==> src/rtl/pipe_stage_skid.sv <==
// Inter-stage pipeline register with valid/ready handshake, 2-entry skid buffer, flush and occupancy.
// Optional stall counter on output backpressure is enabled by defining PIPE_STAGE_PERF_EN.
module pipe_stage_skid #(
    parameter int                DATA_W    = 69,
    parameter logic [DATA_W-1:0] RESET_VAL = '0,
    parameter int                CNT_W     = 16
) (
    input  logic              clk,
    input  logic              rst_n,
    input  logic              flush,
    input  logic              in_valid,
    output logic              in_ready,
    input  logic [DATA_W-1:0] in_data,
    output logic              out_valid,
    input  logic              out_ready,
    output logic [DATA_W-1:0] out_data,
    output logic [1:0]        occupancy
`ifdef PIPE_STAGE_PERF_EN
    ,
    output logic [CNT_W-1:0]  stall_cnt
`endif
);

    typedef enum logic [1:0] {
        EMPTY = 2'd0,
        HOLD  = 2'd1,
        SKID  = 2'd2
    } state_t;

    // Handshake: a payload moves when valid and ready are both high at a rising edge.
    // in_ready depends only on registered state, so no combinational ready path crosses the stage.
    state_t            state_q;
    state_t            state_d;
    logic [DATA_W-1:0] main_q;
    logic [DATA_W-1:0] skid_q;
    logic              in_fire;
    logic              out_fire;
    logic              load_main;
    logic              main_from_skid;
    logic              load_skid;

    assign in_ready  = (state_q != SKID);
    assign out_valid = (state_q != EMPTY);
    assign out_data  = main_q;
    assign in_fire   = in_valid & in_ready;
    assign out_fire  = out_valid & out_ready;

    always_comb begin
        occupancy = 2'd0;
        case (state_q)
            HOLD:    occupancy = 2'd1;
            SKID:    occupancy = 2'd2;
            default: occupancy = 2'd0;
        endcase
    end

    always_ff @(posedge clk or negedge rst_n) begin
        if (!rst_n) begin
            state_q <= EMPTY;
        end else begin
            state_q <= state_d;
        end
    end

    always_comb begin
        state_d        = state_q;
        load_main      = 1'b0;
        main_from_skid = 1'b0;
        load_skid      = 1'b0;
        if (flush) begin
            state_d = EMPTY;
        end else begin
            case (state_q)
                EMPTY: begin
                    if (in_fire) begin
                        state_d   = HOLD;
                        load_main = 1'b1;
                    end
                end
                HOLD: begin
                    if (in_fire && out_fire) begin
                        load_main = 1'b1;
                    end else if (in_fire) begin
                        state_d   = SKID;
                        load_skid = 1'b1;
                    end else if (out_fire) begin
                        state_d = EMPTY;
                    end
                end
                SKID: begin
                    if (out_fire) begin
                        state_d        = HOLD;
                        load_main      = 1'b1;
                        main_from_skid = 1'b1;
                    end
                end
                default: state_d = EMPTY;
            endcase
        end
    end

    // Data registers hold unless a transition explicitly loads them.
    always_ff @(posedge clk or negedge rst_n) begin
        if (!rst_n) begin
            main_q <= RESET_VAL;
            skid_q <= RESET_VAL;
        end else if (flush) begin
            main_q <= RESET_VAL;
            skid_q <= RESET_VAL;
        end else begin
            if (load_main) begin
                main_q <= main_from_skid ? skid_q : in_data;
            end
            if (load_skid) begin
                skid_q <= in_data;
            end
        end
    end

`ifdef PIPE_STAGE_PERF_EN
    // Saturating count of cycles where the head payload waits on downstream; flush leaves it intact.
    always_ff @(posedge clk or negedge rst_n) begin
        if (!rst_n) begin
            stall_cnt <= '0;
        end else if (out_valid && !out_ready && (stall_cnt != {CNT_W{1'b1}})) begin
            stall_cnt <= stall_cnt + 1'b1;
        end
    end
`endif

endmodule
==> config.mk <==
export PLATFORM = sky130hd
export DESIGN_NAME = pipe_stage_skid
export DESIGN_NICKNAME = d
export VERILOG_FILES = /design/src/rtl/pipe_stage_skid.sv
export SDC_FILE = /design/constraint.sdc
export NUM_CORES = 1
export LEC_CHECK = 0
export BUFFER_PORTS_ARGS = -buffer_cell sky130_fd_sc_hd__buf_2
export CORE_MARGIN = 3
export CORE_UTILIZATION = 34
export CTS_BUF_LIST = sky130_fd_sc_hd__clkbuf_8 sky130_fd_sc_hd__clkbuf_16
export DETAILED_ROUTE_END_ITERATION = 12
export GPL_ROUTABILITY_DRIVEN = 0
export PLACE_DENSITY_LB_ADDON = 0.1
export SETUP_SLACK_MARGIN = 0.02
export SLEW_MARGIN = 20
export SYNTH_ARGS = -nofsm -noshare
export SYNTH_HDL_FRONTEND = slang
export SYNTH_SLANG_ARGS = --single-unit
==> constraint.sdc <==
create_clock -name clk -period 1.45 [get_ports clk]
set_clock_uncertainty 0.05 [all_clocks]
set_input_delay 0.29 -clock clk [delete_from_list [all_inputs] [get_ports clk]]
set_output_delay 0.29 -clock clk [all_outputs]
set_load 0.1 [all_outputs]
# == Word-level counts from Yosys, hierarchy flattened ==
# Cells that the tools add are included.
# word_totals
regBits,140
out_inout_bits,73
inputBits,74
# op_classes
n_reduce_logical,6
bitwise,2
eq_ne,7
mux,23
# op_table
op,count
$mux W69,5
$mux W2,6
$mux W1,9
$ne A3 B3 Y1 const B,3
$pmux W2 S3,1
$reduce_bool A2 Y1,3
$ne A4 B4 Y1 const B,1
$pmux W2 S2,1
$reduce_and A4 Y1,1
$pmux W1 S3,1
$and A1 B1 Y1,2
$eq A2 B1 Y1 const B,1
$eq A2 B2 Y1 const B,1
$logic_not A2 Y1,1
$ne A2 B2 Y1 const B,1
$logic_and A1 B1 Y1,1

# == Depth between registers and ports, before layout ==
# depth
ltp_word,8
ltp_mapped,7
mapped_depth_nobuf,4

# == Least setup slack after synthesis ==
# No wires, ideal clock.
# synth_path
kind,flip-flop to flip-flop
from,register state_q[1]
to,register state_q[1]
stages_incl_launch_ff,4
setup_time_ns,0.098
setup_slack_ns,-1.834
synth_period_minus_slack_ns,3.284
required_time_ns,1.302
t_arrival_ns,3.136
n_path_buf,0
path_cell_list,dfrtp_1 > nor2b_1 > inv_1 > a211oi_1
# synth_via
elab_chain_cells,6
elab_cells_between_ends,17
# synth_rtl
item,line_no,text
"start, declared",32,state_t state_q;
"start signal, assigned",61,state_q <= state_d;
$ne A2 B2 Y1 (*),42,assign in_ready = (state_q != SKID);
via in_ready,12,"output logic in_ready,"
$and A1 B1 Y1 (*),45,assign in_fire = in_valid & in_ready;
$mux W2,83,end else if (in_fire) begin
$mux W2,81,if (in_fire && out_fire) begin
$pmux W2 S3,73,case (state_q)
$mux W2,70,if (flush) begin
# Mark *: on every way through the listed nets, which the timed path passes. The rest lies on a longest branch. The select of a mux whose other input is x is not followed.
# A chain may end at the register's enable or synchronous reset.

# == Final worst setup path ==
# layout_path
from,register state_q[1]
to,register skid_q[44]
# layout_via
elab_chain_cells,7
elab_cells_between_ends,11
# layout_rtl
item,line_no,text
$ne A2 B2 Y1 / $reduce_bool A2 Y1 (equally long branches),"42, 43",
"$and A1 B1 Y1, on equally long branches","45, 46",
$mux W1 / $logic_and A1 B1 Y1 (equally long branches),"83, 81",
$mux W1,81,
$mux W1 (*),73,
$mux W1 (*),70,
$reduce_bool A2 Y1 (no line) (*),-,
"end signal, assigned",115,skid_q <= in_data;
"end, declared",35,logic [DATA_W-1:0] skid_q;
# Mark *: on every way between the ends. The rest lies on a longest branch, timed or not.

==> flow_metrics.py <==
metrics = {
    "logic_synthesis": {
        "yosys_warnings": 0,
        "synthFlopType": "dfrtp_1",
        "synth_top_area_cell": "dfrtp_1",
        "synth-edff-count": 0,
        "ys_top_cells_by_count": "dfrtp_1 (140), nand2_1 (138), a21oi_1 (69), mux2i_1 (69), o2bb2ai_1 (59)",
        "syn_inst": 548,
        "synthArstFlopShare_pct": 100,
        "ys_top_cells_by_area": "dfrtp_1 (57%), mux2i_1 (11%), nand2_1 (8.5%)",
        "synth_area_um2": 6090,
        "syn_area_per_cell_um2": 11.1,
        "synth.distinct_cells": 24,
        "synth_top_area_share_pct": 57.5,
        "ys_ff_latch": 140,
        "syn_nets": 622,
        "synthMostInstantiatedCell": "dfrtp_1",
        "ys_seq_area_share_pct": 57.5,
    },
    "worst_setup_path": {
        "critPathKind": "reg -> reg",
        "cp.arrival_ns": 2.00,
        "endpoint_kind": "flop",
        "slowest_delay_ns": 0.44,
        "worstSetupStartpoint": "state_q[1]",
        "crit_path_top_delay_cell": "dfrtp_2",
        "start_kind": "flop",
        "crit_fanout": 6,
        "r2r_start": "state_q[1]",
        "crit_required_ns": 1.69,
        "crit_chain": "buf_6 > nand3b_1 > buf_4 > or2_4 > clkbuf_16 > nand2_2 > a21oi_2",
    },
    "floorplanning": {
        "start_util_pct": 35.0,
        "die_y_um": 140,
        "io_pins": 147,
        "fp.dieW_um": 140,
        "rows": 48,
        "core_area_um2": 17400,
        "die_area_um2": 19600,
    },
    "pwr": {
        "power_leakage_uw": 0.00457,
        "ir_worst_vdd_v": 0.000918,
        "power_per_cell_area_nw_per_um2": 1040,
    },
    "drt": {
        "drt_first_pass_iters": 4,
        "drc": 0,
        "vias": 5290,
        "drtIter0Drc": 277,
        "routed_wl_mm": 22.1,
        "drt-wirelength-per-cell_um": 22.2,
        "viasPerCell": 5.33,
        "drtAntennaViolNets": 0,
    },
    "cts": {
        "cts_tree": "yes",
        "root_buffer": "clkbuf_16",
        "numCtsBuffers": 17,
        "cts_max_level": 4,
        "clock_path_buffers": 2,
        "clk_pin_slew_ns": 0.06,
        "clock-sinks": 140,
        "insertion_delay_ns": 0.42,
    },
    "timing": {
        "final_max_slew_viol_count": 0,
        "slew_headroom_pct": 75.3,
        "rsz0062_at_grt": "true",
        "min_period_ns": 1.75,
        "setup_ws_ns": -0.301,
        "tightest_slew_ns": 0.370,
        "period_share_pct": 121,
        "hold_viol": 0,
        "setup_viol": 142,
        "fmax_ghz": 0.571,
    },
    "global_routing": {
        "grt_first_pass_wirelength_mm": 32.2,
        "grt_usage_pct": 21.5,
        "grt_max_degree": 52,
        "antenna_found_initial": 0,
        "grt_pass1_vias": 5419,
        "grt_overflow": 0,
    },
    "place": {
        "post-dp-hpwl_mm": 10.6,
        "placedCellCount": 899,
        "port_buffers": 146,
    },
    "hold_path": {
        "hp-start": "in_data[40]",
        "hold_path_class": "in -> reg",
    },
    "run": {
        "max-cap-violations": 0,
    },
    "outcome": {
        "violations": "setup timing",
        "status": "complete, but fails checks",
    },
    "finish": {
        "final_cells": 993,
        "fin_util_pct": 61.6,
        "nFillCells": 1350,
        "nets": 829,
        "diodes": 0,
        "layout-drive-gt1-share_pct": 62.6,
        "area_growth_pct": 76.0,
    },
}
[metrics by stage]
stage | TNS [ns] | hold WS (ns) | instance area [um^2] | worst slack [ns] | power (uW)
2_1_floorplan | -6.00 | -0.0556 | 6140 | -0.570 | 5690
3_3_place_gp | -6.11 | 0.129 | 7550 | -0.119 | 6400
3_5_place_dp | -10.38 | 0.128 | 7550 | -0.168 | 6420
4_1_cts | -31.92 | 0.0492 | 9650 | -0.293 | 11000
5_1_grt | -42.07 | 0.0576 | 10700 | -0.351 | 11500
6_report | -33.56 | 0.0582 | 10700 | -0.301 | 11200
[cell usage in the layout, fill, tap and decap left out, types with 7 or more instances in the layout]
master	instances
a21oi_2	60
o2bb2ai_1	35
clkinv_2	7
mux2i_1	41
mux2i_2	20
nand2_1	60
o2bb2ai_2	34
buf_16	21
buf_4	18
dfrtp_2	7
dfrtp_1	133
clkbuf_16	24
buf_8	10
buf_2	72
mux2i_4	8
nand2_2	24
buf_6	56
buf_12	46
nand2_4	54
a21oi_1	9
[registers in the layout, summed over array words and instances, names as in the netlist]
register,count
out_data,69
skid_q,69
state_q,2
[kinds of logic (layout without fill, tap and decap cells)]
logic type	Yosys count	in the layout	synth area share, %
and+or+nand+nor	151	153	10.0
AOI/OAI and AO/OA	141	141	17.0
DFF	140	140	57.5
muxes	69	69	11.3
buffers and inverters	46	264	4.04
xor gates and xnor gates	1	1	0.144
[path summary, 6_finish.rpt]
check	to	slack, ns	cells past startpoint
worst max-delay path	skid_q[44]	-0.30	7
worst min-delay path	skid_q[40]	0.06	3
worst max register to register	skid_q[44]	-0.30	7
worst min register to register	out_data[51]	0.45	1
max in group asynchronous	out_data[36]	0.52	3
min in group asynchronous	out_data[63]	0.26	2
[metal layers]
layer | vias to the layer above | share of wire [%] | wire length, um | track usage (%)
met2 | 157 | 50 | 11000 | 34.0
li1 | 2358 | - | - | -
met3 | 25 | 4.8 | 1070 | 4.60
met4 | 0 | 1.4 | 319 | 5.71
met1 | 2750 | 44 | 9680 | 30.0
met5 | - | 0 | 0 | 0
[cell type report]
class | instances | area (um^2) | share of cell area [%]
Sequential cell | 140 | 3510 | 32.8
Clock buffer | 18 | 439 | 4.10
Clock inverter | 14 | 106 | 0.992
Tap cell | 225 | 282 | 2.63
Multi-Input combinational cell | 364 | 3420 | 31.9
Timing Repair Buffer | 231 | 2960 | 27.6
Inverter | 1 | 3.75 | 0.0350
[report_power, final]
group	internal, uW	leakage, uW	switching (uW)
registers	4090	0.00190	197
logic	999	0.00239	1820
clock network	2370	0.000281	1680
total	7460	0.00457	3700
[critical path: cells and delay by family, from the launching register on]
kind,cells,cell delay (ns)
compound gates,1,0.05
flops,1,0.44
buf+inv,3,0.49
simple gates,3,0.60
[timing repair]
action | CTS | global route
hold endpoints to repair | 22 | 0
setup buffers | 26 | 6
pin swaps | 23 | 80
gates cloned | 26 | 10
gates resized for setup | 187 | 255
setup endpoints to repair | 194 | 172
hold buffers | 1 | 0
Note: power is estimated with default switching activity, not from simulation.
